==> src/rtl/gmii_router.sv <==
// GMII ingress router: delays the receive stream by 16 cycles while the destination
// MAC is looked up, then replicates each frame onto the egress ports picked by the lookup.
module gmii_router #(
  parameter int unsigned PORT_NUMBER       = 4,
  parameter int unsigned THIS_PORT_ROUTING = 0,
  parameter int unsigned TABLE_DEPTH       = 16
) (
  input  logic                                      clk,
  input  logic                                      rst,
  input  logic [TABLE_DEPTH*48-1:0]                 table_mac,
  input  logic [TABLE_DEPTH*$clog2(PORT_NUMBER)-1:0] table_port,
  input  logic [TABLE_DEPTH-1:0]                    table_valid,
  input  logic [7:0]                                rxd_in,
  input  logic                                      rx_dv_in,
  input  logic                                      rx_err_in,
  output logic [PORT_NUMBER*8-1:0]                  rxd_out,
  output logic [PORT_NUMBER-1:0]                    rx_dv_out,
  output logic [PORT_NUMBER-1:0]                    rx_err_out
);

  localparam int unsigned PORT_W   = $clog2(PORT_NUMBER);
  localparam int unsigned MAC_W    = 48;
  // 15 line stages plus the output register give 16 cycles of latency
  localparam int unsigned LINE_LEN = 15;

  localparam logic [3:0] CNT_MAX      = 4'd15;
  localparam logic [3:0] MAC_FIRST    = 4'd8;
  localparam logic [3:0] MAC_LAST     = 4'd13;

  localparam logic [PORT_W:0]        PORT_LIMIT = (PORT_W+1)'(PORT_NUMBER);
  localparam logic [PORT_W-1:0]      THIS_IDX   = PORT_W'(THIS_PORT_ROUTING);
  localparam logic [PORT_NUMBER-1:0] THIS_BIT   = PORT_NUMBER'(1) << THIS_PORT_ROUTING;
  localparam logic [PORT_NUMBER-1:0] ALL_BUT    = ~THIS_BIT;

  typedef struct packed {
    logic [7:0] data;
    logic       dv;
    logic       err;
  } gmii_beat_t;

  gmii_beat_t                 line_q [LINE_LEN];
  gmii_beat_t                 in_beat_c;
  gmii_beat_t                 dly_beat_c;

  logic                       rx_dv_prev_q;
  logic                       in_frame_q;
  logic [3:0]                 byte_cnt_q;
  logic [MAC_W-1:0]           dst_mac_q;
  logic                       lookup_q;

  logic                       rise_c;
  logic                       count_en_c;
  logic [3:0]                 byte_idx_c;

  logic                       hit_c;
  logic [PORT_W-1:0]          hit_port_c;
  logic [PORT_NUMBER-1:0]     decision_c;

  logic [PORT_NUMBER-1:0]     pending_q;
  logic [PORT_NUMBER-1:0]     active_q;
  logic                       dly_dv_prev_q;
  logic                       dly_rise_c;
  logic [PORT_NUMBER-1:0]     mask_sel_c;
  logic [PORT_NUMBER-1:0]     out_mask_c;

  always_comb begin
    in_beat_c      = '0;
    in_beat_c.data = rxd_in;
    in_beat_c.dv   = rx_dv_in;
    in_beat_c.err  = rx_err_in;
  end

  // Fixed-latency delay line carrying the raw receive triple
  always_ff @(posedge clk or negedge rst) begin
    if (!rst) begin
      for (int i = 0; i < int'(LINE_LEN); i++) line_q[i] <= '0;
    end else begin
      line_q[0] <= in_beat_c;
      for (int i = 1; i < int'(LINE_LEN); i++) line_q[i] <= line_q[i-1];
    end
  end

  assign dly_beat_c = line_q[LINE_LEN-1];

  // Frame tracking on the undelayed stream; a frame only counts once its dv edge is seen
  always_comb begin
    rise_c     = rx_dv_in & ~rx_dv_prev_q;
    count_en_c = rise_c | (rx_dv_in & in_frame_q);
    byte_idx_c = rise_c ? 4'd0 : byte_cnt_q;
  end

  // dv history resets high so a frame already in flight at reset release is ignored
  always_ff @(posedge clk or negedge rst) begin
    if (!rst) begin
      rx_dv_prev_q <= 1'b1;
      in_frame_q   <= 1'b0;
      byte_cnt_q   <= 4'd0;
    end else begin
      rx_dv_prev_q <= rx_dv_in;
      if (rise_c) begin
        in_frame_q <= 1'b1;
      end else if (!rx_dv_in) begin
        in_frame_q <= 1'b0;
      end
      if (rise_c) begin
        byte_cnt_q <= 4'd1;
      end else if (count_en_c && byte_cnt_q != CNT_MAX) begin
        byte_cnt_q <= byte_cnt_q + 4'd1;
      end
    end
  end

  // Destination MAC shifts in MSB first; the lookup fires the cycle after its last byte
  always_ff @(posedge clk or negedge rst) begin
    if (!rst) begin
      dst_mac_q <= '0;
      lookup_q  <= 1'b0;
    end else begin
      if (count_en_c && byte_idx_c >= MAC_FIRST && byte_idx_c <= MAC_LAST) begin
        dst_mac_q <= {dst_mac_q[MAC_W-9:0], rxd_in};
      end
      lookup_q <= count_en_c && (byte_idx_c == MAC_LAST);
    end
  end

  // Parallel compare; scanning downwards leaves the lowest matching index
  always_comb begin
    hit_c      = 1'b0;
    hit_port_c = '0;
    for (int i = int'(TABLE_DEPTH) - 1; i >= 0; i--) begin
      if (table_valid[i] && (table_mac[i*MAC_W +: MAC_W] == dst_mac_q)) begin
        hit_c      = 1'b1;
        hit_port_c = table_port[i*PORT_W +: PORT_W];
      end
    end
  end

  // Group bit, misses and out-of-range ports all flood
  always_comb begin
    decision_c = ALL_BUT;
    if (!dst_mac_q[MAC_W-8] && hit_c && ({1'b0, hit_port_c} < PORT_LIMIT)) begin
      if (hit_port_c == THIS_IDX) begin
        decision_c = '0;
      end else begin
        decision_c = PORT_NUMBER'(1) << hit_port_c;
      end
    end
  end

  // Pending mask clears at frame start so a runt that never reaches lookup is dropped
  always_ff @(posedge clk or negedge rst) begin
    if (!rst) begin
      pending_q <= '0;
    end else if (rise_c) begin
      pending_q <= '0;
    end else if (lookup_q) begin
      pending_q <= decision_c;
    end
  end

  always_comb begin
    dly_rise_c = dly_beat_c.dv & ~dly_dv_prev_q;
    mask_sel_c = dly_rise_c ? pending_q : active_q;
    out_mask_c = mask_sel_c & ALL_BUT;
  end

  // Active mask latches only at the delayed frame start, isolating it from later lookups
  always_ff @(posedge clk or negedge rst) begin
    if (!rst) begin
      dly_dv_prev_q <= 1'b0;
      active_q      <= '0;
    end else begin
      dly_dv_prev_q <= dly_beat_c.dv;
      active_q      <= mask_sel_c;
    end
  end

  // Final delay stage doubles as the per-port output register
  always_ff @(posedge clk or negedge rst) begin
    if (!rst) begin
      rxd_out    <= '0;
      rx_dv_out  <= '0;
      rx_err_out <= '0;
    end else begin
      for (int p = 0; p < int'(PORT_NUMBER); p++) begin
        if (out_mask_c[p]) begin
          rxd_out[p*8 +: 8] <= dly_beat_c.data;
          rx_dv_out[p]      <= dly_beat_c.dv;
          rx_err_out[p]     <= dly_beat_c.err;
        end else begin
          rxd_out[p*8 +: 8] <= 8'h00;
          rx_dv_out[p]      <= 1'b0;
          rx_err_out[p]     <= 1'b0;
        end
      end
    end
  end

endmodule

==> config.mk <==
export PLATFORM = sky130hd
export DESIGN_NAME = gmii_router
export DESIGN_NICKNAME = d
export VERILOG_FILES = /design/src/rtl/gmii_router.sv
export SDC_FILE = /design/constraint.sdc
export NUM_CORES = 1
export LEC_CHECK = 0
export BUFFER_PORTS_ARGS = -buffer_cell sky130_fd_sc_hd__buf_4
export CAP_MARGIN = 5
export CORE_AREA = 5 5 334 336
export CTS_BUF_LIST = sky130_fd_sc_hd__clkbuf_8
export DETAILED_ROUTE_END_ITERATION = 10
export DIE_AREA = 0 0 339 341
export PLACE_DENSITY = 0.38
export SLEW_MARGIN = 20
export SYNTH_ARGS = -nofsm -noshare
export SYNTH_HDL_FRONTEND = slang
export SYNTH_SLANG_ARGS = --single-unit
==> constraint.sdc <==
create_clock -name clk -period 6 [get_ports clk]
set_clock_uncertainty 0.1 [all_clocks]
set_input_delay 1.2 -clock clk [delete_from_list [all_inputs] [get_ports clk]]
set_output_delay 1.2 -clock clk [all_outputs]
set_load 0.005 [all_outputs]
==> reports/results.ini <==
[synth]
synth.top_cell.area_share_pct = 35.22
yosys_warnings = 0
synthCells = 1757
ys.flop_type = dfrtp_1
async_flop_share_pct = 100.0
synthDistinctLibCells = 66
ys_seq_area_share_pct = 35.37
ys_ff_latch = 242
synth_area_sq_mm = 0.01712
synth_edf_count = 0
syn_avg_cell_area_sq_um = 9.745
yosys.area.top_type = dfrtp_1
post_synth_main_area_contributors = dfrtp_1 (35%), xnor2_1 (21%), xor2_1 (15%)

[worst_setup_path]
critPathSlowestCell = nor4_1
critPathMaxFanout = 12
worstSetupEndpointType = flop
path_cells = buf_4, xnor2_1, nand4_1, nor4_1, buf_4, nand4_1, or3_4, o311a_1, a221o_1, a2111oi_4, o22ai_1, a21oi_1
critPathLaunchType = flop
arrival_ns = 5.50
path_depth = 12
path_buf_inv = 2
max_stage_delay_ns = 0.83
worstPathRequired_ns = 6.44
r2r_cells = 12
path_delay_family = simple AND/OR/NAND/NOR gates
critical_path_class = flop to flop

[clock_tree]
hold_buffers = 0
cts_tree = done
clkSlewWorstSetupHoldPaths_ns = 0.06
worstSkewPairLatency_ns = 0.63
cts-resized-gates = 0
htreeDepth = 2
cts_buffers = 49
cts_buffer_depth = 3
post-cts-setup-buffers = 0
root_buffer = clkbuf_8
cts_sinks = 242

[place]
gp_congestion = 0.9019
dp_hpwl_microns = 114500
port_buffers = 857
placed_area_sq_mm = 0.02564

[route]
wire_per_inst_microns = 34.29
post-route-drc-count = 0
drtPass1Iterations = 5
antenna_left = 0
vias = 17480
via_per_inst = 4.262
dr.first_iter.drc_count = 1073
wl_microns = 140600

[global_routing]
grt_use_total_pct = 23.28
grt_max_degree = 89
grt_pass1_vias = 18630
grt_pass1_wl_microns = 180300
antenna_found_initial = 17
grt-ovfl-total = 0

[timing]
max_clock_freq_mhz = 197.6
worst_slew_pin_slew_ns = 1.132
slew-limit-headroom_pct = 24.54
drv_slew = 0
rsz0062_at_grt = no
tns_ns = 0
finalSetupViolations = 0
min_period_over_period_pct = 84.33
hold_viol_final = 0
final.min_clock_period_ns = 5.060

[worst_hold_path]
hold_depth = 0
worstHoldPathType = flop to flop

[die]
ios = 868
coreArea_sq_mm = 0.1082
initial_core_util_pct = 15.82
die_x_microns = 339
rows = 121
die_height_microns = 341
die_area_sq_mm = 0.1156

[cells_and_area]
layout-drive-gt1-share_pct = 41.86
final_cell_mix = buf_4 (940), xnor2_1 (406), xor2_1 (301)
final_nets = 3473
area_delta_synth_final_pct = 56.45
design_area_sq_mm = 0.02679
layout.cells.most_common = buf_4

[pwr]
ir_worst_vdd_mv = 0.1352
finalPower_uw = 5117
leakagePower_uw = 0.01190
p_per_area_mw_per_mm2 = 191.0

[run_status]
status = complete, no violations

[run]
drv_cap = 0

where the power goes:
| part | total [uW] | internal, uW | switching (uW) |
|---|---|---|---|
| combinational | 1220 | 664 | 552 |
| sequential | 1900 | 1710 | 194 |
| clock | 2000 | 1170 | 832 |
| total | 5120 | 3540 | 1580 |
state kept, by name, summed over array words and instances (netlist names):
signal / flops
dly_dv_prev_q: 1
line_q: 140
active_q: 3
dly_beat_c: 10
dst_mac_q: 48
rx_err_out: 3
byte_cnt_q: 4
rx_dv_out: 3
pending_q: 3
lookup_q: 1
rxd_out: 24
rx_dv_prev_q: 1
in_frame_q: 1
cells by family (layout without fill, tap and decap cells):
group,Yosys count,after routing,share of synthesized area (%)
XOR/XNOR,707,707,36.16
other,1,15,0.02190
buffers and inverters,172,1089,4.275
multiplexers,42,42,2.689
adder cells (fa/ha/maj),1,1,0.07306
AND/OR/NAND/NOR,447,447,15.16
AO/OA/AOI/OAI,145,145,6.240
flip-flops,242,242,35.37
metrics by stage:
stage | utilization [%] | setup WS (ns) | hold slack (ns) | std cells
6_report | 24.75 | 0.9403 | 0.2309 | 4102
5_1_grt | 24.74 | 0.7546 | 0.2375 | 4098
4_1_cts | 24.74 | 0.8230 | 0.2425 | 4097
3_5_place_dp | 23.68 | 0.7180 | 0.2347 | 4007
2_1_floorplan | - | 1.769 | 0.2312 | 1766
3_3_place_gp | 23.68 | 0.6989 | 0.2315 | 4007
synth_stat cells (all sizes together) (32+ instances only):
master	instances
clkbuf	41
nor2b	47
o21ai	41
nand2	42
nor4	105
dfrtp	241
xnor2	406
buf	75
xor2	301
nand4	112
inv	56
mux2	32
layout make-up:
class / count / area (sq um)
Timing Repair Buffer: 943 / 7112
Antenna cell: 5 / 12.51
Tap cell: 1414 / 1769
Inverter: 56 / 210.2
Multi-Input combinational cell: 1352 / 10430
Fill cell: 11930 / 81460
Clock inverter: 27 / 271.5
Sequential cell: 242 / 6117
Clock buffer: 63 / 867.1
metal layers:
metal / global-route usage (%) / part of all wire (%)
met3: 4.637 / 5.8
met1: 29.63 / 43
met4: 4.135 / 2.0
met2: 41.26 / 50
met5: 0 / 0.031
final timing paths:
check                                                from                         to  slack (ns)
worst max-delay path            dst_mac_q[17]$_DFFE_PN0P_   pending_q[2]$_DFFE_PN0P_        0.94
worst min register to register       line_q[66]$_DFF_PN0_       line_q[56]$_DFF_PN0_        0.23
worst max register to register  dst_mac_q[17]$_DFFE_PN0P_   pending_q[2]$_DFFE_PN0P_        0.94
min in group asynchronous                             rst     rx_dv_out[2]$_DFF_PN0_        0.43
worst min-delay path                 line_q[66]$_DFF_PN0_       line_q[56]$_DFF_PN0_        0.23
max in group asynchronous                             rst  dst_mac_q[47]$_DFFE_PN0P_        4.02
Power figures use the tool's default switching activity.
